`src/rtl/store_mem_unit_pkg.sv`:
```
// Shared MemCode definitions and byte-lane helpers for the MEM-stage load and store paths.
`default_nettype none

package store_mem_unit_pkg;

  typedef logic [3:0] mem_code_t;

  localparam mem_code_t MC_SW  = 4'b0000;
  localparam mem_code_t MC_SH  = 4'b0010;
  localparam mem_code_t MC_SB  = 4'b0011;
  localparam mem_code_t MC_LW  = 4'b1000;
  localparam mem_code_t MC_LH  = 4'b1010;
  localparam mem_code_t MC_LB  = 4'b1011;
  localparam mem_code_t MC_LHU = 4'b1110;
  localparam mem_code_t MC_LBU = 4'b1111;

  // Only the three store codes are legal on the store path.
  function automatic logic store_legal(input mem_code_t code, input logic [1:0] off);
    logic ok;
    case (code)
      MC_SW:   ok = (off == 2'b00);
      MC_SH:   ok = (off[0] == 1'b0);
      MC_SB:   ok = 1'b1;
      default: ok = 1'b0;
    endcase
    return ok;
  endfunction

  // Byte enables for an access of the given width; shared with the load extractor.
  function automatic logic [3:0] lane_be(input mem_code_t code, input logic [1:0] off);
    logic [3:0] be;
    case (code)
      MC_SW, MC_LW:          be = 4'b1111;
      MC_SH, MC_LH, MC_LHU:  be = off[1] ? 4'b1100 : 4'b0011;
      MC_SB, MC_LB, MC_LBU:  be = 4'b0001 << off;
      default:               be = 4'b0000;
    endcase
    return be;
  endfunction

  function automatic logic [31:0] lane_wdata(input mem_code_t code, input logic [31:0] data);
    logic [31:0] wd;
    case (code)
      MC_SH:   wd = {2{data[15:0]}};
      MC_SB:   wd = {4{data[7:0]}};
      default: wd = data;
    endcase
    return wd;
  endfunction

endpackage

`default_nettype wire

```
`src/rtl/store_mem_unit_fifo.sv`:
```
// In-order store buffer: DEPTH x {word address, byte enables, write data} with per-entry valid bits.
`default_nettype none

module store_fifo #(
  parameter int DEPTH  = 4,
  parameter int WORD_W = 30
) (
  input  logic                            clk,
  input  logic                            reset,
  input  logic                            push,
  input  logic [WORD_W-1:0]               push_word,
  input  logic [3:0]                      push_be,
  input  logic [31:0]                     push_data,
  input  logic                            pop,
  output logic [$clog2(DEPTH):0]          count,
  output logic [DEPTH-1:0]                valid,
  output logic [DEPTH-1:0][WORD_W-1:0]    words,
  output logic [WORD_W-1:0]               head_word,
  output logic [3:0]                      head_be,
  output logic [31:0]                     head_data
);

  localparam int PTR_W = $clog2(DEPTH);
  localparam int CNT_W = PTR_W + 1;

  logic [PTR_W-1:0]  wr_ptr;
  logic [PTR_W-1:0]  rd_ptr;
  logic [CNT_W-1:0]  count_q;
  logic [DEPTH-1:0]  valid_q;
  logic [WORD_W-1:0] word_mem [DEPTH];
  logic [3:0]        be_mem   [DEPTH];
  logic [31:0]       data_mem [DEPTH];

  logic             do_push;
  logic             do_pop;
  logic [DEPTH-1:0] push_mask;
  logic [DEPTH-1:0] pop_mask;

  assign do_push   = push && (count_q < CNT_W'(DEPTH));
  assign do_pop    = pop && (count_q != '0);
  assign push_mask = do_push ? (DEPTH'(1) << wr_ptr) : '0;
  assign pop_mask  = do_pop  ? (DEPTH'(1) << rd_ptr) : '0;

  always_ff @(posedge clk or posedge reset) begin
    if (reset) begin
      wr_ptr  <= '0;
      rd_ptr  <= '0;
      count_q <= '0;
      valid_q <= '0;
    end else begin
      if (do_push) wr_ptr <= wr_ptr + PTR_W'(1);
      if (do_pop)  rd_ptr <= rd_ptr + PTR_W'(1);
      if (do_push && !do_pop)      count_q <= count_q + CNT_W'(1);
      else if (do_pop && !do_push) count_q <= count_q - CNT_W'(1);
      valid_q <= (valid_q & ~pop_mask) | push_mask;
    end
  end

  // Payload storage needs no reset: valid_q gates every use of it.
  always_ff @(posedge clk) begin
    if (do_push) begin
      word_mem[wr_ptr] <= push_word;
      be_mem[wr_ptr]   <= push_be;
      data_mem[wr_ptr] <= push_data;
    end
  end

  for (genvar g = 0; g < DEPTH; g++) begin : g_words
    assign words[g] = word_mem[g];
  end

  assign count     = count_q;
  assign valid     = valid_q;
  assign head_word = word_mem[rd_ptr];
  assign head_be   = be_mem[rd_ptr];
  assign head_data = data_mem[rd_ptr];

endmodule

`default_nettype wire

```
`src/rtl/store_mem_unit.sv`:
```
// MEM-stage store unit: legality check, lane alignment, AdES error capture, buffered drain and load hazard detect.
`default_nettype none

module store_mem_unit
  import store_mem_unit_pkg::*;
#(
  parameter int DEPTH  = 4,
  parameter int ADDR_W = 32
) (
  input  logic              clk,
  input  logic              reset,
  input  logic              st_valid,
  output logic              st_ready,
  input  logic [ADDR_W-1:0] st_addr,
  input  logic [31:0]       st_data,
  input  logic [3:0]        st_code,
  output logic              st_err,
  output logic [ADDR_W-1:0] st_err_addr,
  output logic              mem_req,
  output logic [ADDR_W-1:0] mem_addr,
  output logic [3:0]        mem_be,
  output logic [31:0]       mem_wdata,
  input  logic              mem_ack,
  input  logic              ld_valid,
  input  logic [ADDR_W-1:0] ld_addr,
  output logic              ld_hazard,
  output logic              drained
);

  localparam int WORD_W = ADDR_W - 2;
  localparam int CNT_W  = $clog2(DEPTH) + 1;

  logic [CNT_W-1:0]                count;
  logic [DEPTH-1:0]                valid;
  logic [DEPTH-1:0][WORD_W-1:0]    words;
  logic [WORD_W-1:0]               head_word;
  logic                            accept;
  logic                            legal;
  logic                            push;
  logic                            pop;
  logic                            hit;
  logic                            err_q;
  logic [ADDR_W-1:0]               err_addr_q;
  logic                            unused_ld_off;

  assign st_ready = (count < CNT_W'(DEPTH));
  assign accept   = st_valid && st_ready;
  assign legal    = store_legal(st_code, st_addr[1:0]);
  assign push     = accept && legal;
  assign mem_req  = (count != '0);
  assign pop      = mem_req && mem_ack;
  assign drained  = (count == '0);

  store_fifo #(
    .DEPTH  (DEPTH),
    .WORD_W (WORD_W)
  ) u_fifo (
    .clk       (clk),
    .reset     (reset),
    .push      (push),
    .push_word (st_addr[ADDR_W-1:2]),
    .push_be   (lane_be(st_code, st_addr[1:0])),
    .push_data (lane_wdata(st_code, st_data)),
    .pop       (pop),
    .count     (count),
    .valid     (valid),
    .words     (words),
    .head_word (head_word),
    .head_be   (mem_be),
    .head_data (mem_wdata)
  );

  assign mem_addr = {head_word, 2'b00};

  // Error pulse covers only the cycle after an illegal accept; the address is sticky.
  always_ff @(posedge clk or posedge reset) begin
    if (reset) begin
      err_q      <= 1'b0;
      err_addr_q <= '0;
    end else begin
      err_q <= accept && !legal;
      if (accept && !legal) err_addr_q <= st_addr;
    end
  end

  assign st_err      = err_q;
  assign st_err_addr = err_addr_q;

  // Word-granular compare; the entry being acked this cycle is still valid here.
  always_comb begin
    hit = 1'b0;
    for (int i = 0; i < DEPTH; i++) begin
      if (valid[i] && (words[i] == ld_addr[ADDR_W-1:2])) hit = 1'b1;
    end
  end

  assign ld_hazard     = ld_valid && hit;
  assign unused_ld_off = ^ld_addr[1:0];

endmodule

`default_nettype wire
```
`config.mk`:
```
export PLATFORM = sky130hd
export DESIGN_NAME = store_mem_unit
export DESIGN_NICKNAME = d
export VERILOG_FILES = /design/src/rtl/store_mem_unit_pkg.sv /design/src/rtl/store_mem_unit_fifo.sv /design/src/rtl/store_mem_unit.sv
export SDC_FILE = /design/constraint.sdc
export NUM_CORES = 1
export LEC_CHECK = 0
export ABC_AREA = 1
export CAP_MARGIN = 20
export CELL_PAD_IN_SITES_DETAIL_PLACEMENT = 0
export CELL_PAD_IN_SITES_GLOBAL_PLACEMENT = 1
export CORE_AREA = 10 10 225 205
export CTS_CLUSTER_SIZE = 10
export DETAILED_ROUTE_END_ITERATION = 8
export DIE_AREA = 0 0 235 215
export PLACE_DENSITY_LB_ADDON = 0.1
export REMOVE_ABC_BUFFERS = 1
export SKIP_LAST_GASP = 1
export SYNTH_ARGS = -nofsm -noshare
export SYNTH_HDL_FRONTEND = slang
export SYNTH_SLANG_ARGS = --single-unit
```
`constraint.sdc`:
```
create_clock -name clk -period 4.4 [get_ports clk]
set_input_delay 0.88 -clock clk [delete_from_list [all_inputs] [get_ports clk]]
set_output_delay 0.88 -clock clk [all_outputs]
set_load 0.005 [all_outputs]
```
==> results of run 1 <==
synthesized netlist by cell type (all sizes together):
library cell	count
o211ai	1
nor2	141
nand3	25
dfrtp	44
and3	1
o21ai	149
mux2	1
inv	192
xor2	7
nand4	14
a21oi	63
conb	1
buf	19
nor3	2
o22ai	43
a21boi	4
nand2	427
xnor2	33
clkbuf	38
ha	9
edfxtp	264
fa	1
worst max path at each step:
stage                              end  slack [ns]  cells after the start
final                        ld_hazard        0.48                     12
after global routing         ld_hazard        0.31                     12
after CTS                    ld_hazard        0.47                     12
after detailed placement     ld_hazard        0.46                     12
after global placement       ld_hazard        0.47                     12
after floorplan           mem_addr[11]       -1.13                      4
worst max-delay path: cells and delay by family:
kind | cells | cell delay, ns
buffers and inverters | 3 | 1.18
and+or+nand+nor | 8 | 0.82
AOI/OAI and AO/OA | 1 | 0.17
layout by cell type, fill, tap and decap left out, drive strengths merged:
cell / instances
diode: 2
mux2: 1
ha: 9
nor3: 2
clkdlybuf4s50: 205
xnor2: 33
nor2: 141
o22ai: 43
nand2: 427
o211ai: 1
nand4: 14
o21ai: 149
clkbuf: 66
clkinv: 2
conb: 2
buf: 21
dfrtp: 44
xor2: 7
and3: 1
edfxtp: 264
a21boi: 4
inv: 194
nand3: 25
a21oi: 63
fa: 1
power groups by stage:
stage               Clock, mW  Combinational, mW  Sequential [mW]
global route             3.12               3.94             3.60
floorplan                   0               1.37             3.71
global placement            0               3.64             3.62
finish                   2.92               3.57             3.57
detailed placement          0               3.64             3.63
CTS                      3.00               3.67             3.57
registers in the layout (all words and copies together), names as in the netlist:
name	flops
st_err	1
st_err_addr	32
u_fifo.be_mem	16
u_fifo.count	3
u_fifo.data_mem	128
u_fifo.rd_ptr	2
u_fifo.valid	4
u_fifo.word_mem	120
u_fifo.wr_ptr	2
routing by layer:
| metal | global-route usage | wire length [µm] | vias to the layer above |
|---|---|---|---|
| met3 | 0.03507 | 2366 | 47 |
| li1 | - | - | 5294 |
| met1 | 0.2476 | 22260 | 5083 |
| met4 | 0.03804 | 618 | 2 |
| met5 | 0 | 11 | - |
| met2 | 0.2867 | 21110 | 240 |
through the flow:
| stage | setup slack (ns) | utilization | instance area [µm²] | hold WS [ns] |
|---|---|---|---|---|
| after detailed placement | 0.4603 | 0.4109 | 17050 | 0.4658 |
| final | 0.4762 | 0.4386 | 18190 | 0.4758 |
| after CTS | 0.4667 | 0.4384 | 18190 | 0.4818 |
| after global routing | 0.3104 | 0.4384 | 18190 | 0.4964 |
| after floorplan | -1.129 | - | 14010 | 0.4468 |
| after global placement | 0.4697 | 0.4109 | 17050 | 0.4612 |
cells by family after synthesis:
family	count (synthesis)
AND/OR/NAND/NOR	610
XOR/XNOR	40
AO/OA/AOI/OAI	260
buffers and inverters	249
flip-flops	308
other	1
adder cells (fa/ha/maj)	10
multiplexers	1
cell type report:
| class | count | area, µm² | area share |
|---|---|---|---|
| antenna | 2 | 5.005 | 0.0002751 |
| clock buffer | 66 | 1106 | 0.06079 |
| clock inverter | 4 | 37.54 | 0.002063 |
| inverter | 192 | 725.7 | 0.03989 |
| multi-input combinational | 923 | 4293 | 0.2360 |
| sequential | 308 | 9032 | 0.4965 |
| tap | 547 | 684.4 | 0.03762 |
| timing repair buffer | 226 | 2310 | 0.1270 |
==> results.md, run 1 <==
* Status: complete, no violations
* Vias at 10670
* Grt ovf at 0
* Gpl congestion at 0.8149
* Least-Margin Pin Slew at 0.7647 ns
* Final critical-path required period at 3.924 ns
* Synth area leader: edfxtp_1
* Worst IR Drop VDD at 0.0004829 V
* Synth top area share at 0.5545
* Final ANT Viol Nets at 0
* Distinct cell type count after synthesis at 30
* Placed wire-length estimate at 31.28 mm
* Vias in the first global route at 10760
* Sw frac at 0.3265
* CP Capture Type: output port
* Worst min-delay path class: flop to flop
* First-pass GRT wire length at 69.35 mm
* Seq/Total Area, Yosys at 0.6315
* Die area at 50530 µm²
* Hold Startpoint: st_err_addr[13]
* Clock share of power at 0.290
* Antenna violations before repair at 3
* Hold path depth at 2
* Synth Area in XOR/XNOR at 0.02450
* # IOs at 210
* IO buf count at 205
* Largest family of logic cells by synthesized area: simple AND/OR/NAND/NOR gates
* R2R Path Start: u_fifo.count[0]
* Reg power frac at 0.355
* WL per Instance at 20.44 µm
* Synth warnings at 0
* Mux cell area share after synthesis at 0.0007876
* Worst setup SP type: primary input
* Drt first pass iters at 5
* Crit path launch: ld_addr[8]
* Post-synthesis compound-gate area fraction at 0.09591
* Vias per Instance at 4.703
* R2r setup slk at 2.27 ns
* Finished Layout Cells at 2268
* WHS Endpoint: st_err_addr[13]
* CP Class: primary input to output port
* Final hold violation count at 0
* Synth area leaders: edfxtp_1, nand2_1, dfrtp_1
* Worst Clk Skew at 0.01292 ns
* Synth Register Bits at 308
* Clock sink total at 308
* PwrDens at 552.7 nW/µm²
* Slowest CP cell: clkdlybuf4s50_1
* Post-Route WL at 46.36 mm
* LEAKAGE at 7.281 nW
* Req. time, crit path at 3.52 ns
* Max H-tree Level at 2
* Max-cap violations at 0
* Max Transition Viols Final at 0
* RR Endpoint: u_fifo.count[2]
* Core area at 41490 µm²
* Simple-Gate Fraction of Synth Area at 0.1671
* Post-synthesis instance total at 1479
* Max clock buf depth at 3
* Detailed Route Iter0 Violations at 888
* Clock root buffer: clkbuf_16
* Fin crit share at 0.8918
* Synth Area in Adders at 0.009276
* Die height at 215 µm
* Crit path max fanout at 5
* Max Fclk at 254.9 MHz
* Postcts setup bufs at 0
* # resized after CTS at 0
* Post-Syn Area at 14300 µm²
* Final setup fails at 0
* CTS Buf Count at 38
* Fin nets at 1804
* Final Power at 10.06 mW
* Worst-case reg-to-reg path depth at 10
* Relative slew slack at 0.4896
* Combinational cell fraction of total power at 0.355
* Starting Density at 0.3446
* Fillers at 4017
* Worst Path Arrival at 3.04 ns
* RSZ-0062 raised after global routing: no
* Gr usage total at 0.1794
* Site row count at 71
* Mapped Avg Cell Area at 9.667 µm²
* CP Cell Sequence: clkdlybuf4s50_1 > inv_1 > a21boi_0 > nand2_1 > nor2_1 > nand2_1 > nor2_1 > nand2_1 > nand2_1 > nor2_1 > nor2_1 > clkdlybuf4s50_1
* CP max stage delay at 0.59 ns
* Internal Power at 6.773 mW
* Worst-Skew Late Latency at 0.54 ns
* Cts hold-fix bufs at 0
* Share of cells above drive strength 1 at 0.04945
* TritonCTS clock tree: done
* Worst-path clk slew at 0.05 ns
* Net Switching at 3.283 mW
* Placed insts at 2196
* Final setup TNS at 0 ns
* Horiz. Die Dim at 235 µm
* Pin count of the biggest net entering global routing at 111
* Number of remaining DRC errors at 0
* Area Growth Syn to Fin at 27.25%
No activity file was read; power rests on OpenSTA's default activity.
==> run 2, diff against run 1 <==
- CTS_CLUSTER_DIAMETER: not set -> 50
==> run 2 against run 1 <==
Net effect:
- design area is 1.1% higher
- global-route usage increased by 0.051 points
- first-iteration DRC count decreased by 8.8%
- worst setup slack improved by 0.0049 ns
- count of clock-buffer cells in the layout shrank 6
- maximum frequency up 0.12%
- worst hold slack worse by 0.0016 ns
- sequential power is essentially flat
- register-to-register slack barely moved
- clock power is 12% higher
- non-clock buffer count did not move
- sequential share of layout area is 0.54 points lower
- critical path type unchanged
- largest cell class unchanged
==> results.md, run 2 (same netlist as run 1, synthesis figures left out) <==
* Worst-path clk slew at 0.05 ns (about the same)
* Final ANT Viol Nets at 0 (unchanged)
* Detailed Route Iter0 Violations at 810 (-8.8%)
* FF+latch area at 9032 µm² (unchanged)
* Crit path max fanout at 5 (unchanged)
* Clock root buffer: clkbuf_16
* Worst-Skew Late Latency at 0.56 ns (+0.02 ns)
* Worst Clk Skew at 0.01638 ns (+0.003454 ns)
* Final critical-path required period at 3.919 ns (-0.004886 ns)
* Fillers at 4007 (-0.25%)
* Status: complete, no violations
* WHS at 0.4741 ns (-0.001616 ns)
* Placed wire-length estimate at 31.28 mm (unchanged)
* Vias per Instance at 4.707 (about the same)
* Req. time, crit path at 3.52 ns (about the same)
* Relative slew slack at 0.5021 (+0.01248)
* Final setup TNS at 0 ns (unchanged)
* Site row count at 71 (unchanged)
* First-pass GRT wire length at 69.31 mm (about the same)
* Max Transition Viols Final at 0 (unchanged)
* Worst setup SP type: primary input
* Most common cell after layout, fill and taps aside: nand2_1
* Horiz. Die Dim at 235 µm (unchanged)
* Core area at 41490 µm² (unchanged)
* Share of cells above drive strength 1 at 0.06022 (+0.01077)
* Final hold violation count at 0 (unchanged)
* WL per Instance at 20.39 µm (-0.26%)
* Fin crit share at 0.8907 (-0.001110)
* CP Capture Type: output port
* Worst min-delay path class: flop to flop
* Cts hold-fix bufs at 0 (unchanged)
* # IOs at 210 (unchanged)
* # resized after CTS at 0 (unchanged)
* Finished Layout Cells at 2277 (+0.40%)
* Vias at 10720 (+0.48%)
* Commonest cells after routing, fill and taps aside: nand2_1, edfxtp_1, clkdlybuf4s50_1
* Post-Route WL at 46.43 mm (+0.13%)
* Final setup fails at 0 (unchanged)
* Area Growth Syn to Fin at 28.64%
* Placed insts at 2196 (unchanged)
* Worst Path Arrival at 3.04 ns (about the same)
* Starting Density at 0.3446 (unchanged)
* Max H-tree Level at 2 (unchanged)
* PwrDens at 565.6 nW/µm² (+2.3%)
* CTS Buf Count at 43 (+13%)
* Multi-input logic area at 4293 µm² (unchanged)
* Reg with most FFs: u_fifo.data_mem
* Final Power at 10.40 mW (+3.4%)
* Drt first pass iters at 5 (unchanged)
* Vias in the first global route at 10790 (+0.31%)
* LEAKAGE at 7.389 nW (+1.5%)
* TritonCTS clock tree: done
* Least-Margin Pin Slew at 0.7460 ns (-0.01871 ns)
* Max clock buf depth at 3 (unchanged)
* Postcts setup bufs at 0 (unchanged)
* Fin nets at 1809 (+0.28%)
* Max-cap violations at 0 (unchanged)
* Max Fclk at 255.2 MHz (+0.12%)
* Pin count of the biggest net entering global routing at 111 (unchanged)
* Max reg flops at 128 (unchanged)
* Die height at 215 µm (unchanged)
* Gr usage total at 0.1799 (+0.0005107)
* Utilization after layout at 0.4433 (+0.004795)
* RSZ-0062 raised after global routing: no
* Number of remaining DRC errors at 0 (unchanged)
* Worst IR Drop VDD at 0.0004806 V (-0.48%)
* Antenna violations before repair at 2 (-1)
* Grt ovf at 0 (unchanged)
* IO buf count at 205 (unchanged)
* Gpl congestion at 0.8149 (unchanged)
* Clock sink total at 308 (unchanged)
* CP Class: primary input to output port
* Die area at 50530 µm² (unchanged)
==> run 2: critical path, stage by stage <==
cell and delay (ns):
clkdlybuf4s50_1 0.59, inv_1 0.08, a21boi_0 0.17, nand2_1 0.08, nor2_1 0.23, nand2_1 0.13, nor2_1 0.11, nand2_1 0.06
nand2_1 0.06, nor2_1 0.06, nor2_1 0.08, clkdlybuf4s50_1 0.51
==> run 2: layout make-up <==
type | instances | area share
diodes | 3 | 0.0004082
clock buffers | 60 | 0.06524
clock inverters | 18 | 0.007619
inverters | 192 | 0.03946
multi-input cells | 923 | 0.2334
flip-flops and latches | 308 | 0.4911
well taps | 547 | 0.03721
repair buffers | 226 | 0.1256
==> run 2: path summary, 6_finish.rpt <==
path,from,end,slack (ns),cells after the start
max,ld_addr[8],ld_hazard,0.48,12
min,st_err_addr[19],st_err_addr[19],0.47,2
max reg2reg,u_fifo.count[0],u_fifo.count[2],2.28,10
min reg2reg,st_err_addr[19],st_err_addr[19],0.47,2
max in group asynchronous,reset,u_fifo.rd_ptr[0],2.80,3
min in group asynchronous,reset,st_err_addr[1],0.73,2
==> run 2: where the power goes <==
part	internal [mW]	total (mW)	switching, mW
clock network	1.97	3.27	1.30
registers	3.42	3.57	0.151
logic	1.65	3.56	1.91
total	7.04	10.4	3.37
==> run 2: routing by layer <==
metal,global-route usage,vias to the layer above,part of all wire
met5,0,-,0
met4,0.04363,0,0.014
met3,0.03609,45,0.053
met2,0.2849,245,0.46
met1,0.2478,5123,0.48
li1,-,5304,-
==> run 2: stage by stage <==
stage                     instance area, µm²  setup slack (ns)
after floorplan                        14010            -1.129
after global placement                 17050            0.4697
after detailed placement               17050            0.4603
after CTS                              18390            0.4603
after global routing                   18390            0.2806
final                                  18390            0.4811
==> run 3, diff against run 2 <==
- CORE_AREA: 10 10 225 205 -> 2 2 217 197
- DIE_AREA: 0 0 235 215 -> 0 0 219 199
==> run 3 against run 2 <==
Net effect:
- count of clock-buffer cells in the layout up 1
- cell count about the same
- combinational power about the same
- critical path type unchanged
- die area down 14%
- core utilization up 0.12 points
- via count up 1.4%
- sequential power about the same
- clock power up 2%
==> results.md, run 3 (same netlist as run 1, synthesis figures left out) <==
* Die height at 199 µm (-7.4%)
* Worst-Skew Late Latency at 0.56 ns (about the same)
* Area Growth Syn to Fin at 28.71% (about the same)
* WL per Instance at 19.86 µm (-2.6%)
* CP Capture Type: output port
* Max clock buf depth at 3 (unchanged)
* Crit path max fanout at 5 (unchanged)
* Fillers at 4054 (+1.2%)
* WHS Endpoint: st_err_addr[17]
* Vias per Instance at 4.776 (+1.5%)
* Horiz. Die Dim at 219 µm (-6.8%)
* Vias in the first global route at 10520 (-2.5%)
* Core area at 41400 µm² (-0.21%)
* Cts hold-fix bufs at 0 (unchanged)
* Status: complete, no violations
* CTS Buf Count at 42 (-2.3%)
* Share of cells above drive strength 1 at 0.05732 (-0.002895)
* R2r setup slk at 2.11 ns (-0.17 ns)
* Starting Density at 0.3454 (+0.0007396)
* Most common cell after layout, fill and taps aside: nand2_1
* Max Fclk at 252.4 MHz (-1.1%)
* Site row count at 71 (unchanged)
* # resized after CTS at 0 (unchanged)
* IO buf count at 205 (unchanged)
* LEAKAGE at 7.383 nW (about the same)
* PwrDens at 567.6 nW/µm² (+0.35%)
* RR Endpoint: u_fifo.count[2]
* Final Power at 10.45 mW (+0.40%)
* Req. time, crit path at 3.52 ns (about the same)
* Final hold violation count at 0 (unchanged)
* Detailed Route Iter0 Violations at 726 (-10%)
* Worst IR Drop VDD at 0.0003169 V (-34%)
* R2R Path Start: u_fifo.count[2]
* Drt first pass iters at 5 (unchanged)
* Max Transition Viols Final at 0 (unchanged)
* TritonCTS clock tree: done
* Max-cap violations at 0 (unchanged)
* Clock sink total at 308 (unchanged)
* Post-Route WL at 45.21 mm (-2.6%)
* Max reg flops at 128 (unchanged)
* Final ANT Viol Nets at 0 (unchanged)
* Hold Startpoint: st_err_addr[17]
* Number of remaining DRC errors at 0 (unchanged)
* Max H-tree Level at 2 (unchanged)
* Utilization after layout at 0.4445 (+0.001193)
* CP Class: primary input to output port
* Gr usage total at 0.2090 (+0.02910)
* Reg with most FFs: u_fifo.data_mem
* Worst-case reg-to-reg path depth at 10 (unchanged)
* # IOs at 210 (unchanged)
* Vias at 10870 (+1.4%)
* Least-Margin Pin Slew at 0.8008 ns (+0.05483 ns)
* Worst-path clk slew at 0.05 ns (about the same)
* Grt ovf at 0 (unchanged)
* Pin count of the biggest net entering global routing at 67 (-40%)
* Placed wire-length estimate at 29.80 mm (-4.7%)
* Fin crit share at 0.9003 (+0.009645)
* Final setup fails at 0 (unchanged)
* Gpl congestion at 0.8010 (-1.7%)
* Antenna violations before repair at 6 (+4)
* Clock root buffer: clkbuf_16
* RSZ-0062 raised after global routing: no
* Die area at 43580 µm² (-14%)
* Worst min-delay path class: flop to flop
* Hold path depth at 2 (unchanged)
* Worst Path Arrival at 3.08 ns (+0.04 ns)
* Fin nets at 1809 (unchanged)
* Worst setup SP type: primary input
* Worst Clk Skew at 0.01388 ns (-0.002501 ns)
* Commonest cells after routing, fill and taps aside: nand2_1, edfxtp_1, clkdlybuf4s50_1
* Final critical-path required period at 3.961 ns (+0.04244 ns)
* Relative slew slack at 0.4653 (-0.03679)
* Postcts setup bufs at 0 (unchanged)
* First-pass GRT wire length at 66.37 mm (-4.2%)
## run 3: through the flow
stage / setup TNS [ns] / hold WS, ns / area (µm²) / setup WS (ns) / instances
after global routing: 0 / 0.4997 / 18400 / 0.1722 / 2274
after detailed placement: 0 / 0.4642 / 17040 / 0.3744 / 2197
final: 0 / 0.4769 / 18400 / 0.4387 / 2276
after CTS: 0 / 0.4815 / 18400 / 0.3738 / 2274
after floorplan: -216.22 / 0.4468 / 14010 / -1.129 / 1423
after global placement: 0 / 0.4621 / 17040 / 0.3757 / 2197
## run 3: how the worst max path moves through the flow
stage                          start            to  slack (ns)  cells past startpoint
floorplan           u_fifo.rd_ptr[0]  mem_addr[11]       -1.13                      4
global placement          ld_addr[8]     ld_hazard        0.38                     12
detailed placement        ld_addr[8]     ld_hazard        0.37                     12
CTS                       ld_addr[8]     ld_hazard        0.37                     12
global route              ld_addr[8]     ld_hazard        0.17                     12
finish                    ld_addr[8]     ld_hazard        0.44                     12
## run 3: area by class of cell
| class | count | area (µm²) | area share |
|---|---|---|---|
| well taps | 547 | 684.4 | 0.03719 |
| clock buffers | 61 | 1152 | 0.06262 |
| clock inverters | 16 | 205.2 | 0.01115 |
| multi-input cells | 923 | 4293 | 0.2333 |
| repair buffers | 227 | 2305 | 0.1252 |
| flip-flops and latches | 308 | 9032 | 0.4908 |
| diodes | 2 | 5.005 | 0.0002720 |
| inverters | 192 | 725.7 | 0.03943 |
## run 3: critical path, stage by stage
cell,delay (ns)
clkdlybuf4s50_1,0.61
inv_1,0.08
a21boi_0,0.33
nand2_1,0.09
nor2_1,0.14
nand2_1,0.09
nor2_1,0.10
nand2_1,0.06
nand2_1,0.06
nor2_1,0.06
nor2_1,0.08
clkdlybuf4s50_1,0.50
## run 3: power breakdown
part           switching (mW)  total (mW)  internal, mW
registers               0.154        3.57          3.42
logic                    1.90        3.53          1.63
clock network            1.29        3.34          2.06
## run 3: layer usage
metal	share of wire	wire, µm	GRT usage	up-vias
met5	0.0012	54	0	-
met4	0.023	1027	0.06256	8
met3	0.050	2273	0.03976	70
met2	0.45	20280	0.3209	276
met1	0.48	21570	0.3000	5204
li1	-	-	-	5313
